$ cat config.mk
export PLATFORM = sky130hd
export DESIGN_NAME = sevenseg_scan_driver
export DESIGN_NICKNAME = d
export VERILOG_FILES = /design/src/rtl/sevseg_pkg.sv /design/src/rtl/sevseg_hex_font.sv /design/src/rtl/sevenseg_scan_driver.sv
export SDC_FILE = /design/constraint.sdc
export NUM_CORES = 1
export LEC_CHECK = 0
export ABC_CLOCK_PERIOD_IN_PS = 2530
export CAP_MARGIN = 20
export CORE_ASPECT_RATIO = 0.9
export CORE_MARGIN = 4
export CORE_UTILIZATION = 55
export DETAILED_ROUTE_END_ITERATION = 8
export PLACE_DENSITY = 0.79
export SETUP_SLACK_MARGIN = 0.4
export SYNTH_ARGS = -nofsm -noshare
export SYNTH_HDL_FRONTEND = slang
export SYNTH_HIERARCHICAL = 1
export SYNTH_SLANG_ARGS = --single-unit
$ cat constraint.sdc
create_clock -name clk -period 2.53 [get_ports clk]
set_input_delay 0.253 -clock clk [delete_from_list [all_inputs] [get_ports clk]]
set_output_delay 0.253 -clock clk [all_outputs]
set_load 0.05 [all_outputs]
$ cat src/rtl/sevseg_pkg.sv
// Shared definitions for the seven-segment scan driver: hex font,
// polarity helpers and index width helper.
package sevseg_pkg;

  // Active-high abcdefg patterns, bit 6 = a ... bit 0 = g, entry 0 in the LSBs
  localparam logic [15:0][6:0] FONT = {
    7'b1000111,  // F
    7'b1001111,  // E
    7'b0111101,  // d
    7'b1001110,  // C
    7'b0011111,  // b
    7'b1110111,  // A
    7'b1111011,  // 9
    7'b1111111,  // 8
    7'b1110000,  // 7
    7'b1011111,  // 6
    7'b1011011,  // 5
    7'b0110011,  // 4
    7'b1111001,  // 3
    7'b1101101,  // 2
    7'b0110000,  // 1
    7'b1111110   // 0
  };

  function automatic logic [6:0] seg_off(input bit active_low);
    return active_low ? 7'h7F : 7'h00;
  endfunction

  function automatic logic [6:0] seg_on(input logic [6:0] pat, input bit active_low);
    return active_low ? ~pat : pat;
  endfunction

  // A single-digit display still needs a 1-bit index register
  function automatic int idx_width(input int n);
    return (n > 1) ? $clog2(n) : 1;
  endfunction

endpackage

$ cat src/rtl/sevseg_hex_font.sv
// Combinational nibble -> seven-segment lookup with output polarity applied.
module sevseg_hex_font
  import sevseg_pkg::*;
#(
  parameter bit ACTIVE_LOW = 1'b1
) (
  input  logic [3:0] nib,
  output logic [6:0] seg
);

  // Table lookup, inverted for active-low panels
  always_comb begin
    seg = seg_on(FONT[nib], ACTIVE_LOW);
  end

endmodule

$ cat src/rtl/sevenseg_scan_driver.sv
// Time-multiplexed N-digit seven-segment driver with dead-cycle
// anti-ghosting, leading-zero blanking and tear-free frame swap.
// Optional digit blinking is compiled in with `define SEVSEG_BLINK_EN.
module sevenseg_scan_driver
  import sevseg_pkg::*;
#(
  parameter int NUM_DIGITS     = 4,
  parameter int PRESCALE       = 1000,
  parameter bit SEG_ACTIVE_LOW = 1'b1,
  parameter bit DIG_ACTIVE_LOW = 1'b1
`ifdef SEVSEG_BLINK_EN
  ,
  parameter int BLINK_FRAMES   = 64
`endif
) (
  input  logic                    clk,
  input  logic                    rst_n,
  input  logic                    en,
  input  logic                    load,
  input  logic [4*NUM_DIGITS-1:0] data_in,
  input  logic [NUM_DIGITS-1:0]   dp_in,
  input  logic                    blank_lz,
`ifdef SEVSEG_BLINK_EN
  input  logic [NUM_DIGITS-1:0]   blink_mask,
`endif
  output logic [6:0]              seg_out,
  output logic                    dp_out,
  output logic [NUM_DIGITS-1:0]   dig_sel,
  output logic                    frame_tick
);

  localparam int PW = $clog2(PRESCALE);
  localparam int IW = idx_width(NUM_DIGITS);
  localparam logic [PW-1:0] P_LAST = PW'(PRESCALE - 1);
  localparam logic [IW-1:0] I_LAST = IW'(NUM_DIGITS - 1);
  localparam logic [NUM_DIGITS-1:0] DIG_OFF = {NUM_DIGITS{DIG_ACTIVE_LOW}};
  localparam logic DP_OFF = SEG_ACTIVE_LOW;

  logic [PW-1:0]                presc_q, presc_d;
  logic [IW-1:0]                idx_q, idx_d;
  logic [NUM_DIGITS-1:0][3:0]   shadow_data_q, shadow_data_d;
  logic [NUM_DIGITS-1:0]        shadow_dp_q, shadow_dp_d;
  logic [NUM_DIGITS-1:0][3:0]   act_data_q, act_data_d;
  logic [NUM_DIGITS-1:0]        act_dp_q, act_dp_d;
  logic [6:0]                   seg_out_q, seg_out_d;
  logic                         dp_out_q, dp_out_d;
  logic [NUM_DIGITS-1:0]        dig_sel_q, dig_sel_d;
  logic                         frame_tick_q, frame_tick_d;

  logic                         dead;
  logic                         frame_start;
  logic [NUM_DIGITS-1:0]        lz_blank;
  logic                         lead;
  logic [NUM_DIGITS-1:0]        onehot;
  logic [3:0]                   cur_nib;
  logic                         cur_dp;
  logic [6:0]                   font_seg;
  logic                         blink_off;

  // Slot 0 of every digit is the dead cycle; slot 0 of digit 0 starts a frame
  assign dead        = (presc_q == '0);
  assign frame_start = en && dead && (idx_q == '0);
  assign onehot      = NUM_DIGITS'(1) << idx_q;
  assign cur_nib     = act_data_q[idx_q];
  assign cur_dp      = act_dp_q[idx_q];

  sevseg_hex_font #(.ACTIVE_LOW(SEG_ACTIVE_LOW)) u_font (
    .nib (cur_nib),
    .seg (font_seg)
  );

  // Prescaler and digit index; the index steps as the prescaler wraps so the
  // dead cycle already carries the new digit number
  always_comb begin
    presc_d = presc_q;
    idx_d   = idx_q;
    if (en) begin
      if (presc_q == P_LAST) begin
        presc_d = '0;
        idx_d   = (idx_q == I_LAST) ? '0 : idx_q + 1'b1;
      end else begin
        presc_d = presc_q + 1'b1;
      end
    end
  end

  // Shadow takes every load; active swaps only at frame start, taking a
  // coincident load directly so it shows in the frame just starting
  always_comb begin
    shadow_data_d = load ? data_in : shadow_data_q;
    shadow_dp_d   = load ? dp_in : shadow_dp_q;
    act_data_d    = act_data_q;
    act_dp_d      = act_dp_q;
    if (frame_start) begin
      act_data_d = load ? data_in : shadow_data_q;
      act_dp_d   = load ? dp_in : shadow_dp_q;
    end
  end

  // Leading zeros from the top digit down to the first nonzero; digit 0 always shown
  always_comb begin
    lz_blank = '0;
    lead     = blank_lz;
    for (int d = NUM_DIGITS - 1; d >= 1; d--) begin
      if (lead && (act_data_q[d] == 4'h0)) lz_blank[d] = 1'b1;
      else                                 lead        = 1'b0;
    end
  end

`ifdef SEVSEG_BLINK_EN
  localparam int BFW = (BLINK_FRAMES > 1) ? $clog2(BLINK_FRAMES) : 1;
  localparam logic [BFW-1:0] BF_LAST = BFW'(BLINK_FRAMES - 1);

  logic [BFW-1:0] bcnt_q, bcnt_d;
  logic           phase_q, phase_d;

  // Count frame starts; flip the blink phase every BLINK_FRAMES of them
  always_comb begin
    bcnt_d  = bcnt_q;
    phase_d = phase_q;
    if (frame_start) begin
      if (bcnt_q == BF_LAST) begin
        bcnt_d  = '0;
        phase_d = ~phase_q;
      end else begin
        bcnt_d = bcnt_q + 1'b1;
      end
    end
  end

  // Blink counter and phase registers
  always_ff @(posedge clk or negedge rst_n) begin
    if (!rst_n) begin
      bcnt_q  <= '0;
      phase_q <= 1'b0;
    end else begin
      bcnt_q  <= bcnt_d;
      phase_q <= phase_d;
    end
  end

  assign blink_off = phase_q && blink_mask[idx_q];
`else
  assign blink_off = 1'b0;
`endif

  // Next output values: dark unless scanning in a live slot; LZ blanking
  // hides segments only, blinking hides the whole digit including dp
  always_comb begin
    seg_out_d    = seg_off(SEG_ACTIVE_LOW);
    dp_out_d     = DP_OFF;
    dig_sel_d    = DIG_OFF;
    frame_tick_d = frame_start;
    if (en && !dead && !blink_off) begin
      dig_sel_d = onehot ^ DIG_OFF;
      dp_out_d  = cur_dp ^ DP_OFF;
      if (!lz_blank[idx_q]) seg_out_d = font_seg;
    end
  end

  // Scan state and frame buffers
  always_ff @(posedge clk or negedge rst_n) begin
    if (!rst_n) begin
      presc_q       <= '0;
      idx_q         <= '0;
      shadow_data_q <= '0;
      shadow_dp_q   <= '0;
      act_data_q    <= '0;
      act_dp_q      <= '0;
    end else begin
      presc_q       <= presc_d;
      idx_q         <= idx_d;
      shadow_data_q <= shadow_data_d;
      shadow_dp_q   <= shadow_dp_d;
      act_data_q    <= act_data_d;
      act_dp_q      <= act_dp_d;
    end
  end

  // Registered pin outputs, forced dark by reset
  always_ff @(posedge clk or negedge rst_n) begin
    if (!rst_n) begin
      seg_out_q    <= seg_off(SEG_ACTIVE_LOW);
      dp_out_q     <= DP_OFF;
      dig_sel_q    <= DIG_OFF;
      frame_tick_q <= 1'b0;
    end else begin
      seg_out_q    <= seg_out_d;
      dp_out_q     <= dp_out_d;
      dig_sel_q    <= dig_sel_d;
      frame_tick_q <= frame_tick_d;
    end
  end

  assign seg_out    = seg_out_q;
  assign dp_out     = dp_out_q;
  assign dig_sel    = dig_sel_q;
  assign frame_tick = frame_tick_q;

endmodule

==> results of run 1 <==
==> layout make-up <==
type                    instances  share of cell area [%]
well taps                      67                    2.25
inverters                       8                   0.805
clock buffers                  10                    3.42
flip-flops and latches         65                    44.0
clock inverters                 6                    1.58
repair buffers                 43                    11.4
multi-input cells             148                    36.5
==> worst reg2reg max path: stages, from the launching register on <==
cell      delay [ns]
dfrtp_2         0.44
mux4_2          0.59
inv_2           0.12
ha_1            0.15
inv_1           0.05
mux4_2          0.44
nand3b_1        0.17
==> what timing repair did <==
action,in CTS,in global routing
hold buffers,1,0
buffers inserted,0,1
hold endpoints to repair,15,0
setup endpoints to repair,3,2
gates resized for setup,1,3
==> worst min-delay path by stage <==
stage          startpoint                          to  slack, ns  cells past startpoint
2_1_floorplan       rst_n   act_data_q[0]$_DFFE_PN0P_      -0.04                      0
3_3_place_gp        rst_n  shadow_data_q[2]$_DFF_PN0_       0.31                      1
3_5_place_dp        rst_n  shadow_data_q[4]$_DFF_PN0_       0.32                      1
4_1_cts             rst_n  shadow_data_q[4]$_DFF_PN0_       0.49                      2
5_1_grt             rst_n  shadow_data_q[4]$_DFF_PN0_       0.51                      2
6_report            rst_n   act_data_q[2]$_DFFE_PN0P_       0.47                      2
==> registers in the layout (all words and copies together), names as in the netlist <==
register / flops
dig_sel: 4
seg_out: 7
presc_q: 10
act_data_q: 16
dp_out: 1
shadow_data_q: 16
shadow_dp_q: 4
frame_tick: 1
act_dp_q: 4
idx_q: 2
==> logic make-up (layout without fill, tap and decap cells) <==
kind of cell | Yosys count | count (layout) | synth area share (%)
multiplexers | 51 | 51 | 22.8
adder cells (fa/ha/maj) | 12 | 12 | 4.84
XOR/XNOR | 3 | 3 | 0.847
buffers and inverters | 19 | 67 | 3.23
flip-flops | 65 | 65 | 52.9
AO/OA/AOI/OAI | 19 | 19 | 4.24
AND/OR/NAND/NOR | 63 | 63 | 11.1
==> metrics by stage <==
step	setup WS (ns)	instance area (um2)	hold WS, ns	power (W)
after floorplan	0.401	3100	-0.0426	0.00142
after global placement	0.432	3520	0.307	0.00153
after detailed placement	0.349	3520	0.321	0.00154
after CTS	0.415	3720	0.488	0.00239
after global routing	0.418	3730	0.508	0.00250
final	0.484	3730	0.469	0.00236
==> where the power goes <==
part	internal (W)	switching [W]
Clock	0.000450	0.000388
Combinational	0.000143	0.000168
Sequential	0.00113	0.0000806
Total	0.00172	0.000637
==> cells in the mapped netlist, types with 2 or more instances <==
cell type,number
o21ai_0,5
mux2_2,22
dfrtp_1,53
nor4_1,4
nand4_1,3
mux4_2,6
nor2_1,9
nor3_1,4
ha_1,12
clkbuf_1,5
nand2b_1,2
nand2_1,17
a22o_1,3
nand3_1,5
mux2_4,19
dfstp_2,12
xor2_1,2
nor2b_1,2
inv_1,8
mux2i_1,4
a21o_1,2
buf_6,3
nand3b_1,8
==> routing by layer <==
metal  track usage [%]  vias up  part of all wire [%]
met2              30.8       51                    50
met3              7.47       10                   4.9
met5                 0        -                     0
met4              6.29        0                   1.8
li1                  -      915                     -
met1              23.5      977                    43
==> summary.txt, run 1 <==
Yosys
  • Syn Inst Count: approximately 230
  • Yosys cell types: 45
  • Syn Area/Cell: 13.4 um2
  • Sequential share of the synthesized area: a little over half
  • Syn_nets: roughly 270
  • Top FF cell, synth: dfrtp_1
  • Warnings from Yosys: 6
  • Flop and latch count out of synthesis: 65
  • Top cell type's share of synthesized area: 42.8%
  • Synth async-reset ratio: 100%
  • Post-synth EDFFs: 0
  • Top post-synthesis cells by area: dfrtp_1, dfstp_2, mux2_4
  • Synthesized cell area: 3100 um2
  • Largest area contributor in the netlist: dfrtp_1

Floorplan
  • Core area: 5350 um2
  • Die X: roughly 87 um
  • FP Rows: 25
  • Die H: just under 80 um
  • Die Area: between 6000 and 7000 um2
  • Ports: 38
  • Initial Utilization: a little under 60%

Placed design
  • Dpl cells: about 330
  • HPWL Detailed: roughly 4000 um
  • PortBufs: 37
  • RePlAce Congestion: 0.808

Power
  • P_leak: around 1.7 nW
  • Max VDD drop: slightly above 0.0004 V
  • Pwr/cell area: approximately 630 nW/um2

Timing
  • Final hold vios: 0
  • Setup TNS: 0 ns
  • # setup viols final: 0
  • Measured slew at the worst slew-check pin: approximately 0.64 ns
  • Minimum clock period: a little over 2 ns
  • Max_slew headroom: 57.1%
  • Max-slew violation count: 0
  • RSZ-0062 raised after global routing: false
  • Max Fclk: approximately 490 MHz
  • Clock Skews: ~0.0086 ns
  • Period utilization: 80.9%

Routing
  • Final wirelength: 5820 um
  • 1st-iter DRT viols: about 110
  • DRC Markers: 0
  • Wirelength per Cell: around 17 um
  • Routed vias/inst: 5.63
  • Drt first pass iters: 4
  • Vias: about 2,000
  • Antenna-violating nets left: 0

Setup path
  • Worst reg2reg path startpoint: idx_q[0]$_DFFE_PN0P_
  • WP data arrival: approximately 2.3 ns
  • Required time worst endpoint: ~2.8 ns
  • Buf/Inv on CP: 2
  • Crit path kind: register to register
  • Worst Path Max Fanout: 6
  • Number of cells on the critical path: 6
  • Crit path launch: idx_q[0]$_DFFE_PN0P_
  • Reg-to-reg endpoint: seg_out[3]$_DFF_PN1_
  • Most frequent cell on the critical path: mux4_2
  • Crit path max-delay family: multiplexers
  • Crit path largest cell delay: 0.59 ns
  • Critical-path cell list: mux4_2 > inv_2 > ha_1 > inv_1 > mux4_2 > nand3b_1
  • Reg-to-reg setup timing slack: about 0.48 ns
  • Startpoint types: register
  • Critical Path End Type: register
  • CP endpoint: seg_out[3]$_DFF_PN1_
  • R2R depth: 6
  • Slowest cell on crit path: mux4_2

Global route
  • Largest net degree at the start of global routing: 39
  • First-pass GRT wire length: 9850 um
  • Vias in the first global route: approximately 2,000
  • Antenna violations before repair: 0
  • Tot GR Track Use: between 10% and 20%
  • Total gr overflow: 0

Clock tree
  • Max Root-Sink Buffers: 2
  • Root Buffer: clkbuf_8
  • H-tree Lvls: 3
  • TritonCTS clock tree: built
  • CTS clk-pin slew, worst paths: roughly 0.070 ns
  • Latest clock arrival within the worst-skew pair: approximately 0.34 ns
  • Cts bufs inserted: 9
  • CTS Sinks: 65

Cells and area
  • Most common cell after layout, fill and taps aside: dfrtp_1
  • Final core occ: a little over two thirds
  • Area occupied by multi-input gates: roughly 1400 um2
  • Final non-filler cell total: roughly 350
  • Commonest cells after routing, fill and taps aside: dfrtp_1, clkdlybuf4s50_1, mux2_2
  • Nets: 312
  • Register area: approximately 1600 um2
  • # diodes: 0
  • Synth-to-layout area growth: 20.3%
  • Share of cells above drive strength 1: about a third
  • # fillers: between 300 and 400

Job
  • Max-Cap Viols: 0

Outcome
  • Status: finished, final reports clean

Worst hold path
  • HP Class: primary input to async pin
No activity file was read; power rests on OpenSTA's default activity.
==> run 2, diff against run 1 <==
Settings changed: ABC_CLOCK_PERIOD_IN_PS 2530 to 1750, CORE_UTILIZATION 55 to 50, PLACE_DENSITY 0.79 to 0.76.
Clock period 2.53 ns to 1.75 ns, I/O delays scaled along.
==> run 2 against run 1 <==
  * The flow now finishes with violations (setup timing)
  * Setup slack lost 0.76 ns
  * Die area grew 9.0%
  * Sequential power grew 40%
  * Largest power group unchanged
  * Sequential share of layout area shrank 7.7 points
  * Global-route usage grew 1.3 points
  * Core utilization grew 7.5 points
==> summary.txt, run 2 (synthesized netlist as in run 1, its figures left out) <==
Timing
  • Setup TNS: -3.11 ns (-3.11 ns)
  • Period utilization: 115% (+35 points)
  • Max Fclk: 495 MHz (+1.2%)
  • RSZ-0062 raised after global routing: true
  • # setup viols final: 27 (+27)
  • Max_slew headroom: 61.8% (+4.7 points)
  • Max-slew violation count: 0 (unchanged)
  • Final hold vios: 0 (unchanged)
  • Clock Skews: 0.00944 ns (+0.000820 ns)
  • Minimum clock period: 2.02 ns (-0.0250 ns)
  • Final WS setup: -0.271 ns (-0.755 ns)
  • Measured slew at the worst slew-check pin: 0.573 ns (-0.0706 ns)

Cells and area
  • Most common cell after layout, fill and taps aside: dfrtp_1
  • Nets: 366 (+17%)
  • Top flop regs: act_data_q: 16 flops, shadow_data_q: 16 flops, presc_q: 10 flops
  • Area occupied by multi-input gates: 1660 um2 (+21%)
  • Register area: 1640 um2 (about the same)
  • Commonest cells after routing, fill and taps aside: dfrtp_1, buf_4, clkdlybuf4s50_1
  • # diodes: 0 (unchanged)
  • Synth-to-layout area growth: 45.8%
  • Design Area, Final: 4520 um2 (+21%)
  • # fillers: 349 (-5.7%)
  • Share of cells above drive strength 1: 58.4% (+27 points)
  • Final non-filler cell total: 404 (+16%)

Setup path
  • Worst reg2reg path startpoint: idx_q[0]$_DFFE_PN0P_
  • Worst Path Max Fanout: 3 (-3)
  • Crit path kind: register to register
  • Critical Path End Type: register
  • Reg-to-reg setup timing slack: -0.27 ns (-0.76 ns)
  • R2R depth: 5 (-1)
  • WP data arrival: 2.28 ns (-0.02 ns)
  • Startpoint types: register
  • Reg-to-reg endpoint: seg_out[3]$_DFF_PN1_
  • Required time worst endpoint: 2.01 ns (-0.77 ns)

Placed design
  • Placed Area: 3780 um2 (+7.3%)
  • Dpl cells: 363 (+10%)
  • PortBufs: 37 (unchanged)
  • RePlAce Congestion: 0.883 (+9.3%)
  • HPWL Detailed: 4380 um (+8.6%)

Floorplan
  • FP Rows: 26 (+4.0%)
  • Die Area: 7530 um2 (+9.0%)
  • Die H: 82.7 um (+4.4%)
  • Die X: 91.0 um (+4.4%)
  • Core area: 5860 um2 (+9.5%)
  • Initial Utilization: 53.0% (-5.0 points)
  • Ports: 38 (unchanged)

Routing
  • Antenna-violating nets left: 0 (unchanged)
  • Routed vias/inst: 5.67 (+0.71%)
  • Vias: 2,290 (+17%)
  • DRC Markers: 0 (unchanged)
  • Drt first pass iters: 4 (unchanged)
  • Wirelength per Cell: 20.1 um (+20%)
  • 1st-iter DRT viols: 123 (+8.8%)
  • Final wirelength: 8110 um (+39%)

Clock tree
  • Cts bufs inserted: 9 (unchanged)
  • TritonCTS clock tree: built
  • CTS Sinks: 65 (unchanged)
  • Max Root-Sink Buffers: 2 (unchanged)
  • Latest clock arrival within the worst-skew pair: 0.34 ns (about the same)
  • H-tree Lvls: 3 (unchanged)
  • Root Buffer: clkbuf_8
  • CTS clk-pin slew, worst paths: 0.07 ns (about the same)

Outcome
  • Failing checks: setup timing
  • Status: finished, violations left

Power
  • Max VDD drop: 0.000660 V (+64%)
  • Design Power: 0.00384 W (+63%)
  • P_leak: 2.11 nW (+24%)
  • Pwr/cell area: 848 nW/um2 (+34%)

Global route
  • Total gr overflow: 0 (unchanged)
  • First-pass GRT wire length: 11,600 um (+17%)
  • Largest net degree at the start of global routing: 42 (+7.7%)
  • Antenna violations before repair: 0 (unchanged)
  • Vias in the first global route: 2,267 (+13%)
  • Tot GR Track Use: 20.4% (+1.3 points)

Worst hold path
  • HP Class: primary input to async pin

Job
  • Max-Cap Viols: 0 (unchanged)
-- run 2: cell types whose count changed in the layout (fill, tap and decap cells not counted), sizes merged --
cell	before	now
and2	1	2
buf	6	68
bufinv	1	2
clkbuf	10	12
clkdlybuf4s50	36	23
clkinv	5	2
clkinvlp	0	1
or2	1	4
-- run 2: where the power goes --
part,switching [W],internal (W),total (W)
combinational,0.000380,0.000314,0.000693
sequential,0.0000670,0.00164,0.00170
clock,0.000565,0.000874,0.00144
total,0.00101,0.00282,0.00384
-- run 2: per-stage QoR --
stage | util, % | setup slack, ns | hold slack, ns
after floorplan | - | -0.265 | -0.121
after CTS | 73.6 | -0.285 | 0.368
final | 77.2 | -0.271 | 0.364
after global routing | 77.2 | -0.323 | 0.431
after global placement | 64.6 | -0.198 | 0.201
after detailed placement | 64.6 | -0.260 | 0.202
-- run 2: timing repair --
| action | in CTS | in global routing |
|---|---|---|
| pin swaps | 7 | 13 |
| gates cloned | 3 | 2 |
| setup buffers | 10 | 9 |
| setup endpoints to repair | 43 | 44 |
| hold endpoints to repair | 12 | 0 |
| hold buffers | 1 | 0 |
| gates resized for setup | 46 | 32 |
-- run 2: worst max-delay path, cell delays in order (launching register included) --
cell,delay [ns]
dfrtp_2,0.41
mux4_2,0.58
buf_6,0.17
ha_4,0.16
mux4_2,0.44
nand3b_1,0.17
-- run 2: metal layers --
| layer | global-route usage [%] | share of wire [%] |
|---|---|---|
| met1 | 25.0 | 42 |
| met2 | 34.9 | 52 |
| met3 | 4.89 | 4.5 |
| met4 | 9.04 | 1.6 |
| met5 | 0 | 0 |
-- run 2: layout make-up --
cell class	count	area share, %
tap	70	1.94
clock inverter	5	1.72
clock buffer	11	3.35
sequential	65	36.3
multi-input combinational	152	36.6
timing repair buffer	93	19.2
inverter	8	0.830
-- run 2: how the worst max path moves through the flow --
stage	start	to	depth (start not counted)
final	idx_q[0]$_DFFE_PN0P_	seg_out[3]$_DFF_PN1_	5
after detailed placement	idx_q[0]$_DFFE_PN0P_	seg_out[3]$_DFF_PN1_	6
after global placement	idx_q[0]$_DFFE_PN0P_	seg_out[3]$_DFF_PN1_	6
after floorplan	idx_q[0]$_DFFE_PN0P_	seg_out[3]$_DFF_PN1_	7
after global routing	idx_q[0]$_DFFE_PN0P_	seg_out[6]$_DFF_PN1_	7
after CTS	idx_q[0]$_DFFE_PN0P_	seg_out[3]$_DFF_PN1_	6
==> RTL edit: new RTL, config.mk and constraints of run 1 <==
`NUM_DIGITS`: 4 -> 5.
--- a/src/rtl/sevenseg_scan_driver.sv
+++ b/src/rtl/sevenseg_scan_driver.sv
@@ -6,3 +6,3 @@
 #(
-  parameter int NUM_DIGITS     = 4,
+  parameter int NUM_DIGITS     = 5,
   parameter int PRESCALE       = 1000,
Ports: changed (resized data_in, dig_sel and dp_in); port bits go from 38 to 44. No check against the original RTL was run, so the function may have changed too.
==> RTL edit against run 1 <==
Cell area is 20% higher. Final cell count is 22% higher. Sequential cell count grew 12. Worst setup slack got worse by 0.25 ns. Area after synthesis is 19% higher. Routed wire length up 22%. Power is 9.2% higher. Clock skew about the same. Clock power increased by 2.6%. First-iteration DRC count rose by 33%. Die area grew 17%. Highest routed layer unchanged.
==> RTL edit: results (changes against run 1) <==
routing:
  routed_wl_mm: 7.13  # was 5.82 mm
  drt_iter0_markers: 150  # was 113
  first_pass_iters: 4  # unchanged
  top_layer_used: "met4"  # unchanged
  met2WireLength_mm: 3.47  # was 2.92 mm
  met3_wirelength_um: 326  # was 286 um
  met1_length_mm: 3.20  # was 2.51 mm
  via_per_inst: 5.52  # was 5.63
synth:
  synth_common_cells: "dfrtp_1 (64), mux2_2 (31), mux2_4 (19)"  # was dfrtp_1 (53), mux2_2 (22), mux2_4 (19), nand2_1 (17)
  synth_seq_area_share: 0.528  # was 0.529
  synth_cell_types: 42  # was 45
  synth_nets: 319  # was 269
  synth.area.top_cells: "dfrtp_1 (43%), mux2_2 (9.5%), dfstp_2 (9.3%)"  # was dfrtp_1 (43%), dfstp_2 (10%), mux2_4 (9.2%)
  async_flop_share: 1.00  # unchanged
  syn_area_per_cell_sq_um: 13.3  # was 13.4 sq um
  synth_warnings: 6  # unchanged
  synth_top_flop_cell: "dfrtp_1"  # unchanged
grt:
  grt_pass1_vias: 2391  # was 2010
  use_met2: 0.310  # was 0.308
  antenna_found_initial: 0  # unchanged
  use_met3: 0.0535  # was 0.0747
  grt_max_degree: 78  # was 39
  grt_util_all_layers: 0.199  # was 0.191
  grt_pass1_wl_mm: 12.2  # was 9.85 mm
  met1_usage: 0.266  # was 0.235
sta:
  slew_headroom: 0.391  # was 0.571
  skew_ns: 0.00887  # was 0.00862 ns
finish:
  final_net_count: 371  # was 312
  antenna_cells: 0  # unchanged
  fillCellCount: 476  # was 370
  layout-drive-gt1-share: 0.346  # was 0.314
  reg.largest.list: "act_data_q (20), shadow_data_q (20), presc_q (10)"  # was act_data_q (16), shadow_data_q (16), presc_q (10)
  finalNonFillerCells: 422  # was 347
cts:
  htree_num_levels: 3  # unchanged
  clockBufferDepth: 2  # unchanged
  clk_latency_ns: 0.35
  clkSlewWorstSetupHoldPaths_ns: 0.07  # about the same
  numCtsBuffers: 9  # unchanged
  root_buffer: "clkbuf_8"  # unchanged
status:
  status: "finished clean"  # unchanged
place:
  hpwlAfterDp_mm: 4.90  # was 4.03 mm
  portBuffers: 43  # was 37
  dp.cells: 402  # was 329
  finalWeightedCongestion: 0.776  # was 0.808
pwr:
  ir_drop_v: 0.000344  # was 0.000403 V
  intPower_w: 0.00193  # was 0.00172 W
  leakagePower_nw: 1.98  # was 1.70 nW
setup_path:
  critPathCaptureType: "flip-flop"  # unchanged
  worstPathArrival_ns: 2.55  # was 2.30 ns
  path_class: "flip-flop to flip-flop"  # unchanged
  cp_max_fo: 6  # unchanged
  r2r_start: "idx_q[0]"  # unchanged
min_path:
  hold_path_class: "primary input to asynchronous set/reset pin"  # unchanged
==> RTL edit: cell count changes in the layout (fill, tap and decap cells not counted), sizes merged, moves of 4 or more <==
cell and change:
nand2 -7, dfrtp +11, clkdlybuf4s50 +6, nand3 +6, nand3b -8, mux2 +9
xnor2 +5, o21ai +8, nor2b +9, a22o +4, buf +4
==> RTL edit: final cells by class <==
cell class | instances | area (sq um) | share of cell area
Tap cell | 90 | 113 | 0.0251
Timing Repair Buffer | 52 | 499 | 0.111
Clock inverter | 2 | 35.0 | 0.00780
Sequential cell | 77 | 1950 | 0.433
Clock buffer | 13 | 139 | 0.0309
Multi-Input combinational cell | 176 | 1700 | 0.379
Inverter | 12 | 57.6 | 0.0128
==> RTL edit: timing repair <==
item,CTS,global route
hold buffers,0,0
endpoints found under the setup margin,32,32
hold endpoints to repair,0,0
gates cloned,0,1
buffers inserted,4,0
gates resized for setup,10,6
pin swaps,4,0
==> RTL edit: worst paths after layout <==
check	end	slack, ns	cells after the start
max	seg_out[3]	0.24	8
min	shadow_data_q[16]	0.04	1
max reg2reg	seg_out[3]	0.24	8
min reg2reg	shadow_data_q[6]	0.50	1
max in group asynchronous	idx_q[0]	1.84	1
min in group clk	shadow_data_q[6]	0.50	1
==> RTL edit: worst max-delay path, stage by stage (launching register included) <==
cell     delay, ns
dfrtp_2       0.45
mux4_2        0.54
a22o_4        0.28
inv_4         0.09
ha_4          0.13
inv_2         0.03
mux4_2        0.47
nor2b_2       0.15
o21ai_1       0.08
==> RTL edit: cell families (layout without fill, tap and decap cells) <==
family | count (synthesis) | in the layout | share of synthesized area
flops | 77 | 77 | 0.528
simple gates | 66 | 67 | 0.108
mux | 58 | 58 | 0.215
compound gates | 32 | 32 | 0.0588
buf+inv | 24 | 79 | 0.0323
fa+ha+maj | 13 | 13 | 0.0442
xor+xnor | 6 | 6 | 0.0143
==> RTL edit: through the flow <==
stage          hold slack (ns)  worst slack, ns  instance area (sq um)  power [W]  utilization
2_1_floorplan          -0.0426            0.339                   3710    0.00161            -
3_3_place_gp             0.453            0.160                   4210    0.00173        0.642
3_5_place_dp             0.457           0.0632                   4210    0.00174        0.642
4_1_cts                 0.0693            0.323                   4460    0.00261        0.681
5_1_grt                  0.117            0.174                   4490    0.00272        0.685
6_report                0.0369            0.236                   4490    0.00258        0.685
==> RTL edit: power groups by stage <==
stage	clock network, W	logic [W]	registers (W)
after floorplan	0	0.000180	0.00143
after global placement	0	0.000305	0.00142
after detailed placement	0	0.000317	0.00143
after CTS	0.000887	0.000317	0.00140
after global routing	0.000943	0.000352	0.00142
final	0.000860	0.000313	0.00140
